File: src/rtl/uart_tx_arbiter_if.sv
`default_nettype none
// ============================================================================
// Module   : uart_tx_arbiter_if
// Brief    : Requester-side word handshake and completion bundle.
// Revision : 1.0
// ============================================================================
interface uart_tx_arbiter_if #(
    parameter int N_REQ      = 4,
    parameter int DATA_WIDTH = 8
);
    logic [N_REQ-1:0]            req_valid_i;
    logic [N_REQ*DATA_WIDTH-1:0] req_data_i;
    logic [N_REQ-1:0]            req_ready_o;
    logic [N_REQ-1:0]            done_o;

    modport master (
        output req_valid_i,
        output req_data_i,
        input  req_ready_o,
        input  done_o
    );

    modport slave (
        input  req_valid_i,
        input  req_data_i,
        output req_ready_o,
        output done_o
    );
endinterface
`default_nettype wire

File: src/rtl/uart_tx_arbiter.sv
`default_nettype none
// ============================================================================
// Module   : uart_tx_arbiter
// Brief    : Round-robin sharing of one UART transmitter, frame-timed completion.
// Revision : 1.0
// ============================================================================
module uart_tx_arbiter #(
    parameter int CLK_FREQ          = 100_000_000,
    parameter int BAUD_RATE         = 115200,
    parameter int DATA_WIDTH        = 8,
    parameter int N_REQ             = 4,
    parameter int SEND_PULSE_CYCLES = 4
) (
    input  wire logic                     clk,
    input  wire logic                     rst_n,
    uart_tx_arbiter_if.slave              req,
    input  wire logic                     cts_i,
    output logic [DATA_WIDTH-1:0]         tx_data_o,
    output logic                          tx_send_o,
    output logic                          tx_rx_ready_o,
    output logic                          busy_o,
    output logic [$clog2(N_REQ)-1:0]      gnt_id_o
);
    localparam int c_BAUD_DIV     = CLK_FREQ / BAUD_RATE;
    localparam int c_FRAME_CYCLES = c_BAUD_DIV * (DATA_WIDTH + 4);
    localparam int c_CNT_W        = $clog2(c_FRAME_CYCLES + 1);
    localparam int c_ID_W         = $clog2(N_REQ);

    localparam logic [c_CNT_W-1:0] c_PULSE_LAST = c_CNT_W'(SEND_PULSE_CYCLES - 1);
    localparam logic [c_CNT_W-1:0] c_FRAME_LAST = c_CNT_W'(c_FRAME_CYCLES - 1);
    localparam logic [c_ID_W-1:0]  c_LAST_ID    = c_ID_W'(N_REQ - 1);

    localparam logic [1:0] c_S_IDLE  = 2'd0;
    localparam logic [1:0] c_S_PULSE = 2'd1;
    localparam logic [1:0] c_S_WAIT  = 2'd2;
    localparam logic [1:0] c_S_DONE  = 2'd3;

    logic [1:0]            r_state;
    logic [1:0]            w_state_next;
    logic [c_CNT_W-1:0]    r_cnt;
    logic [c_ID_W-1:0]     r_rr_ptr;
    logic [N_REQ-1:0]      r_done;
    logic [N_REQ-1:0]      w_req_ready;
    logic [c_ID_W-1:0]     w_winner;
    logic [c_ID_W-1:0]     w_cand;
    logic                  w_found;
    logic                  w_hs;
    logic [DATA_WIDTH-1:0] w_words [N_REQ];

    for (genvar g = 0; g < N_REQ; g++) begin : g_unpack
        assign w_words[g] = req.req_data_i[g*DATA_WIDTH +: DATA_WIDTH];
    end

    // First valid requester at or after the rotation pointer, wrapping.
    always_comb begin
        w_found  = 1'b0;
        w_winner = '0;
        w_cand   = '0;
        for (int j = 0; j < N_REQ; j++) begin
            w_cand = c_ID_W'((int'(r_rr_ptr) + j) % N_REQ);
            if (!w_found && req.req_valid_i[w_cand]) begin
                w_found  = 1'b1;
                w_winner = w_cand;
            end
        end
    end

    always_ff @(posedge clk or negedge rst_n) begin
        if (!rst_n) begin
            r_state <= c_S_IDLE;
        end else begin
            r_state <= w_state_next;
        end
    end

    always_comb begin
        w_state_next = r_state;
        case (r_state)
            c_S_IDLE:  if (w_hs) w_state_next = c_S_PULSE;
            c_S_PULSE: if (r_cnt == c_PULSE_LAST) w_state_next = c_S_WAIT;
            c_S_WAIT:  if (r_cnt == c_FRAME_LAST) w_state_next = c_S_DONE;
            c_S_DONE:  w_state_next = c_S_IDLE;
            default:   w_state_next = c_S_IDLE;
        endcase
    end

    // Ready is gated by rst_n so it reads zero for the whole reset window.
    always_comb begin
        w_hs        = rst_n && cts_i && w_found && (r_state == c_S_IDLE);
        w_req_ready = '0;
        if (w_hs) w_req_ready[w_winner] = 1'b1;
        busy_o      = (r_state != c_S_IDLE);
    end

    assign req.req_ready_o = w_req_ready;
    assign req.done_o      = r_done;

    always_ff @(posedge clk or negedge rst_n) begin
        if (!rst_n) begin
            tx_data_o     <= '0;
            gnt_id_o      <= '0;
            tx_send_o     <= 1'b0;
            tx_rx_ready_o <= 1'b0;
            r_cnt         <= '0;
            r_rr_ptr      <= '0;
            r_done        <= '0;
        end else begin
            r_done <= '0;
            case (r_state)
                c_S_IDLE: begin
                    if (w_hs) begin
                        tx_data_o     <= w_words[w_winner];
                        gnt_id_o      <= w_winner;
                        r_cnt         <= '0;
                        tx_send_o     <= 1'b1;
                        tx_rx_ready_o <= 1'b1;
                    end
                end
                c_S_PULSE: begin
                    r_cnt <= r_cnt + 1'b1;
                    if (r_cnt == c_PULSE_LAST) tx_send_o <= 1'b0;
                end
                c_S_WAIT: begin
                    r_cnt <= r_cnt + 1'b1;
                    if (r_cnt == c_FRAME_LAST) begin
                        tx_rx_ready_o    <= 1'b0;
                        r_done[gnt_id_o] <= 1'b1;
                    end
                end
                c_S_DONE: begin
                    r_rr_ptr <= (gnt_id_o == c_LAST_ID) ? '0 : gnt_id_o + 1'b1;
                end
                default: ;
            endcase
        end
    end
endmodule
`default_nettype wire

File: src/flat_wrapper.sv
// flat-port wrapper written by rule: the top's interface ports become plain ports
module uart_tx_arbiter_flat 
#(
    parameter int CLK_FREQ          = 100_000_000,
    parameter int BAUD_RATE         = 115200,
    parameter int DATA_WIDTH        = 8,
    parameter int N_REQ             = 4,
    parameter int SEND_PULSE_CYCLES = 4
)
  (clk, rst_n, cts_i, tx_data_o, tx_send_o, tx_rx_ready_o, busy_o, gnt_id_o, req_req_valid_i, req_req_data_i, req_req_ready_o, req_done_o);
  uart_tx_arbiter_if #(.N_REQ(N_REQ), .DATA_WIDTH(DATA_WIDTH)) req_i ();
  input  wire logic clk;
  input  wire logic rst_n;
  input  wire logic cts_i;
  output logic [DATA_WIDTH-1:0] tx_data_o;
  output logic tx_send_o;
  output logic tx_rx_ready_o;
  output logic busy_o;
  output logic [$clog2(N_REQ)-1:0] gnt_id_o;
  input wire logic [$bits(req_i.req_valid_i)-1:0] req_req_valid_i;
  input wire logic [$bits(req_i.req_data_i)-1:0] req_req_data_i;
  output wire logic [$bits(req_i.req_ready_o)-1:0] req_req_ready_o;
  output wire logic [$bits(req_i.done_o)-1:0] req_done_o;
  assign req_i.req_valid_i = req_req_valid_i;
  assign req_i.req_data_i = req_req_data_i;
  assign req_req_ready_o = req_i.req_ready_o;
  assign req_done_o = req_i.done_o;
  uart_tx_arbiter #(.CLK_FREQ(CLK_FREQ), .BAUD_RATE(BAUD_RATE), .DATA_WIDTH(DATA_WIDTH), .N_REQ(N_REQ), .SEND_PULSE_CYCLES(SEND_PULSE_CYCLES)) u_core (.clk(clk), .rst_n(rst_n), .req(req_i), .cts_i(cts_i), .tx_data_o(tx_data_o), .tx_send_o(tx_send_o), .tx_rx_ready_o(tx_rx_ready_o), .busy_o(busy_o), .gnt_id_o(gnt_id_o));
endmodule
File: config.mk
export PLATFORM = sky130hd
export DESIGN_NAME = uart_tx_arbiter_flat
export DESIGN_NICKNAME = d
export VERILOG_FILES = /design/src/rtl/uart_tx_arbiter_if.sv /design/src/rtl/uart_tx_arbiter.sv /design/src/flat_wrapper.sv
export SDC_FILE = /design/constraint.sdc
export NUM_CORES = 1
export LEC_CHECK = 0
export ABC_AREA = 1
export CELL_PAD_IN_SITES_DETAIL_PLACEMENT = 0
export CELL_PAD_IN_SITES_GLOBAL_PLACEMENT = 1
export CORE_AREA = 2 2 95 97
export CTS_BUF_LIST = sky130_fd_sc_hd__clkbuf_16
export CTS_CLUSTER_DIAMETER = 40
export DETAILED_ROUTE_END_ITERATION = 8
export DIE_AREA = 0 0 97 99
export GPL_TIMING_DRIVEN = 0
export PLACE_DENSITY_LB_ADDON = 0.2
export SLEW_MARGIN = 30
export SYNTH_ARGS = -nofsm -noshare
export SYNTH_HDL_FRONTEND = slang
export SYNTH_SLANG_ARGS = --single-unit
export TNS_END_PERCENT = 20
File: constraint.sdc
create_clock -name clk -period 3.25 [get_ports clk]
set_input_delay 0.975 -clock clk [delete_from_list [all_inputs] [get_ports clk]]
set_output_delay 0.975 -clock clk [all_outputs]
set_load 0.01 [all_outputs]
Word-level counts from Yosys, hierarchy flattened:

Index checks and enable logic that the tools add are counted.

* register bits: 34
* bits in latches: 0
* bits in writable memories: 0
* memory bits (read-only): 0
* input port bits: 39
* output and inout bits: 21
* logic and storage cells: 92
* memories: 0

* add/subtract/negate cells: 5
* multiply operators: 0
* div/mod/pow operators: 0
* magnitude comparators: 9
* equal/unequal tests: 9
* shift operators: 0
* multiplexer cells: 38
* bitwise gates (word level): 1
* reductions and logical operators: 22

Operators with widths (number)
* case mux 14 bit (2 select lines): 1
* less-than comparator 2 x 3 -> 1 bit, second input constant: 6
* binary-select mux 8 bit (select 2 bit): 1
* two-way mux 2 bit: 8
* two-way mux 8 bit: 2
* adder 14 x 1 -> 14 bit, second input constant: 1
* == test 14 bit, second input constant: 1
* == test 14 x 2 -> 1 bit, second input constant: 1
* two-way mux 14 bit: 1
* two-way mux 1 bit: 13
* two-way mux 4 bit: 3
* AND reduction 3 bit: 3
* binary-select mux 1 bit (select 2 bit): 4
* logical AND 1 bit: 8
* case mux 2 bit (4 select lines): 1
* nonzero test 2 bit: 4
* == test 2 bit, second input constant: 3
* != test 2 x 1 -> 1 bit, second input constant: 3
* adder 2 x 1 -> 2 bit, second input constant: 2
* adder 2 bit, second input constant: 2
* demux 1 bit (select 2 bit): 2
* greater-or-equal comparator 2 x 1 -> 1 bit, second input constant: 2
* case mux 1 bit (2 select lines): 2
* AND reduction 2 bit: 2
* 6 further kinds: 8

Depth between registers and ports, before layout:

* word-level depth: 17
* gate-level depth with buffers: 16
* gate-level depth less buffers: 14

Worst setup path after synthesis:

No wires, ideal clock.

* kind: input to output
* start: in req_req_valid_i[3]
* end: out req_req_ready_o[1]
* arrival: 2.120 ns
* required time: 2.275 ns
* setup slack: 0.155 ns
* stages: 10
* path buffers: 1
* path through: inv_1 > nand2_1 > nand3_1 > nand2_1 > inv_1 > nand2_1 > nand2_4 > nand3_4 > buf_6 > nor3_1

* word-level cells in the longest chain between the ends: 17
* elaborated cells on any way between the ends: 30
* those cells by class: order compare: 2; mux: 19; reduce/logical: 9

Ends and longest elaborated chain
* start: declaration: line flat_wrapper.sv:20 `input wire logic [$bits(req_i.req_valid_i)-1:0] req_req_valid_i;`
* binary-select mux 1 bit (select 2 bit): line uart_tx_arbiter.sv:61 `if (!w_found && req.req_valid_i[w_cand]) begin`
* two-way mux 1 bit (implied by the code): line uart_tx_arbiter.sv:61
* two-way mux 1 bit: line uart_tx_arbiter.sv:61
* zero test 1 bit: line uart_tx_arbiter.sv:61
* logical AND 1 bit: line uart_tx_arbiter.sv:61
* two-way mux 1 bit: line uart_tx_arbiter.sv:61
* zero test 1 bit: line uart_tx_arbiter.sv:61
* logical AND 1 bit: line uart_tx_arbiter.sv:61
* two-way mux 1 bit: line uart_tx_arbiter.sv:61
* zero test 1 bit: line uart_tx_arbiter.sv:61
* logical AND 1 bit: line uart_tx_arbiter.sv:61
* two-way mux 2 bit: line uart_tx_arbiter.sv:61
* less-than comparator 2 x 3 -> 1 bit (implied by the code) or greater-or-equal comparator 2 x 1 -> 1 bit (tied branches): line uart_tx_arbiter.sv:91 `if (w_hs) w_req_ready[w_winner] = 1'b1;`
* logical AND 1 bit (implied by the code): line uart_tx_arbiter.sv:91
* two-way mux 1 bit (implied by the code): line uart_tx_arbiter.sv:91
* demux 1 bit (select 2 bit)
* two-way mux 4 bit (*): line uart_tx_arbiter.sv:91
* end: declaration: line flat_wrapper.sv:22 `output wire logic [$bits(req_i.req_ready_o)-1:0] req_req_ready_o;`

Every way passes the cells marked *; elsewhere a longest branch is shown, timed or not. The select of a mux whose other input is x is not followed.

Worst setup path in the final report:

Same ends and word-level chain as after synthesis.

==> impl_results.md <==
* Distinct cells, synth at 31
* Slowest CP cell: buf_6
* CTS tree: done
* Row count at 34
* Crit Path Max Fanout at 4
* Post-synthesis compound-gate area fraction at 5.63%
* Fill cells at 877
* H-tree depth at 2
* Worst-margin pin slew at 0.557 ns
* Post-route DRC at 0
* Area share of and/or/nand/nor cells after synthesis at 40.7%
* Post-synthesis cell area at 2530 um^2
* CP peak stage delay at 0.15 ns
* Num CTS Buffers at 5
* Syn_nets at 422
* Max Root-Sink Buffers at 2
* FF+latch count, synth at 34
* WHS at 0.482 ns
* Critical Path, Cell by Cell: buf_6 -> inv_4 -> nand2_4 -> nand3_2 -> nand2_2 -> nor2_4 -> buf_6 -> nand3_4 -> nand4_4 -> buf_6 -> nor3_2 -> buf_2
* Crit path max-delay family: simple AND/OR/NAND/NOR gates
* Synth top area share at 33.6%
* Commonest cells in the netlist: 114 x nand2_1, 60 x inv_1, 34 x dfrtp_1, 34 x nand3_1
* Hold Path End: u_core.tx_data_o[5]
* Pwr/cell area at 877 nW/um^2
* Yosys top cell by area: dfrtp_1
* IO Port Bufs at 59
* Layout area overhead at 43.3%
* Clock transition at the registers of the reported paths at 0.05 ns
* Share of post-route cells with drive strength above 1 at 18.9%
* Most frequent cell after synthesis: nand2_1
* Pins Over Slew Limit at 0
* Tmin final at 3.16 ns
* Hold Fails Final Rpt at 0
* Worst rel slew slack at 62.5%
* WP buf/inv at 5
* Crit Reg-Reg Startpoint: u_core.r_state[0]
* Wire per inst at 12.8 um
* Final HPWL DP at 5.21 mm
* Hold depth at 2
* Vias in the first global route at 2547
* Power share of the clock group at 13.9%
* Gate power share at 66.4%
* VDD IR-drop max at 0.370 mV
* Switching Share at 47.9%
* Fraction of registers with async set/reset at 100%
* Syn Inst Count at 374
* Placeable Area at 8550 um^2
* Worst flop-to-flop path endpoint: u_core.r_cnt[11]
* Largest net degree at the start of global routing at 27
* Yosys warnings at 0
* Starting Density at 29.6%
* Post-Route Skew at 0.00296 ns
* Post-synth top flop: dfrtp_1
* Post-route ant nets at 0
* Number of synthesized flops with an enable pin at 0
* F_max at 317 MHz
* Setup CP Type: in2out
* CTS Sinks at 34
* Synth Area in XOR/XNOR at 2.77%
* Internal power at 1.66 mW
* Post-synthesis mux area share at 0%
* Hold Path Class: reg2reg
* Die Ht at 99 um
* Final Util at 42.4%
* R2R Setup Slk at 0.89 ns
* Multi-input gate area at 1460 um^2
* Total stage count of the critical path at 12
* Worst hold path startpoint: u_core.tx_data_o[5]
* Drt first pass iters at 4
* Global routing usage summed across all routing layers at 15.6%
* Antenna violations before repair at 0
* Via count at 2633
* Largest family of logic cells by synthesized area: simple AND/OR/NAND/NOR gates
* Pleak at 1.80 nW
* RSZ-0062 raised after global routing: true
* Final Cycle Share at 97.2%
* Crit-path most repeated cell: buf_6
* Vias/cell at 4.67
* Io pins at 60
* Reg2reg path depth at 8
* Synth top area cells: dfrtp_1 34%, nand2_1 17%, inv_1 8.9%
* Post-Synth Adder-Cell Area at 4.45%
* Required time worst endpoint at 2.27 ns
* Drt first-iter violations at 130
* First-pass GRT wire length at 12.5 mm
* CP endpoint kind: output pin
* Sequential element share of the synthesized area at 33.6%
* Critical path launch point type: input port
* GR Overflow Total at 0
* Worst EP arrival at 2.18 ns
* Root buffer selected by CTS: clkbuf_16
* MaxCap Viol Count at 0
* Endpoints failing setup at 0
* Routed WL at 7.24 mm
* Die width at 97 um
* Reg area at 851 um^2
* Status: finished clean
* Fin nets at 504
* Syn avg cell area at 6.77 um^2
* Die ar. at 9600 um^2
* Clock Latency Late Sink at 0.27 ns
* Seq pwr share at 19.7%
* Diode count at 0
* GP Congestion at 0.880
* NetSw at 1.52 mW
## sequential cells by signal, summed over array words and instances (netlist names)
signal and flops:
u_core.tx_data_o 8, u_core.r_rr_ptr 2, u_core.gnt_id_o 2, u_core.r_cnt 14
u_core.req.done_o 4, u_core.r_state 2, u_core.tx_send_o 1, u_core.tx_rx_ready_o 1
## cells by family after synthesis
kind of cell,Yosys count
fa+ha+maj,9
buf+inv,76
flops,34
xor+xnor,8
simple gates,221
compound gates,26
## power by group through the flow
stage	logic, mW	clock network (mW)	registers [mW]
floorplan	1.25	0	0.644
global placement	1.84	0	0.630
detailed placement	1.83	0	0.634
CTS	2.09	0.460	0.629
global route	2.36	0.473	0.644
finish	2.11	0.442	0.627
## repair_timing
action                     CTS  global route
hold buffers                 0             0
pin swaps                   20             9
setup endpoints to repair    4             4
setup buffers               15             1
resized for setup           59            17
gates cloned                 0             0
## tightest hold or removal path: stages (launching register included)
cell     delay [ns]
dfrtp_1        0.34
nand2_1        0.05
nand2_1        0.06
## per-layer routing
layer,track usage (%),vias up,wire (um)
met3,2.84,9,362
met4,4.55,0,113
li1,-,1359,-
met5,0,-,0
met2,25.6,75,3340
met1,21.0,1190,3420
## final cells by class
class | count | area share [%]
buffer | 10 | 1.93
clock buffer | 5 | 3.45
clock inverter | 2 | 0.276
inverter | 65 | 7.07
multi-input combinational | 264 | 40.3
sequential | 34 | 23.4
tap | 108 | 3.72
timing repair buffer | 76 | 19.9
## through the flow
step	power [mW]	cells	setup TNS [ns]	setup WS [ns]	area (um^2)
detailed placement	2.47	542	-3.74	-0.980	3270
CTS	3.18	563	-0.00101	-0.00101	3600
floorplan	1.89	374	0	0.155	2530
global route	3.48	564	-0.0189	-0.0189	3630
finish	3.18	564	0	0.0923	3630
global placement	2.47	541	-15.81	-1.71	3260
## placed cells by master, fill, tap and decap left out, types with 7 or more instances in the layout
master,instances
buf_2,9
inv_1,54
nand3_1,29
dfrtp_1,34
nand2_2,12
ha_1,9
nor3_1,7
clkdlybuf4s50_1,50
xor2_1,8
buf_6,9
nand2_1,103
o21ai_1,8
nand4_1,24
buf_4,16
nor2_1,21
o21ai_0,10
inv_2,7
## how the worst max path moves through the flow
| stage | startpoint | end |
|---|---|---|
| after floorplan | req_req_valid_i[3] | req_req_ready_o[1] |
| after global placement | rst_n | req_req_ready_o[1] |
| after detailed placement | req_req_valid_i[1] | req_req_ready_o[3] |
| after CTS | req_req_valid_i[3] | req_req_ready_o[0] |
| after global routing | req_req_valid_i[3] | req_req_ready_o[1] |
| final | req_req_valid_i[3] | req_req_ready_o[1] |
Note: power is estimated with default switching activity, not from simulation.
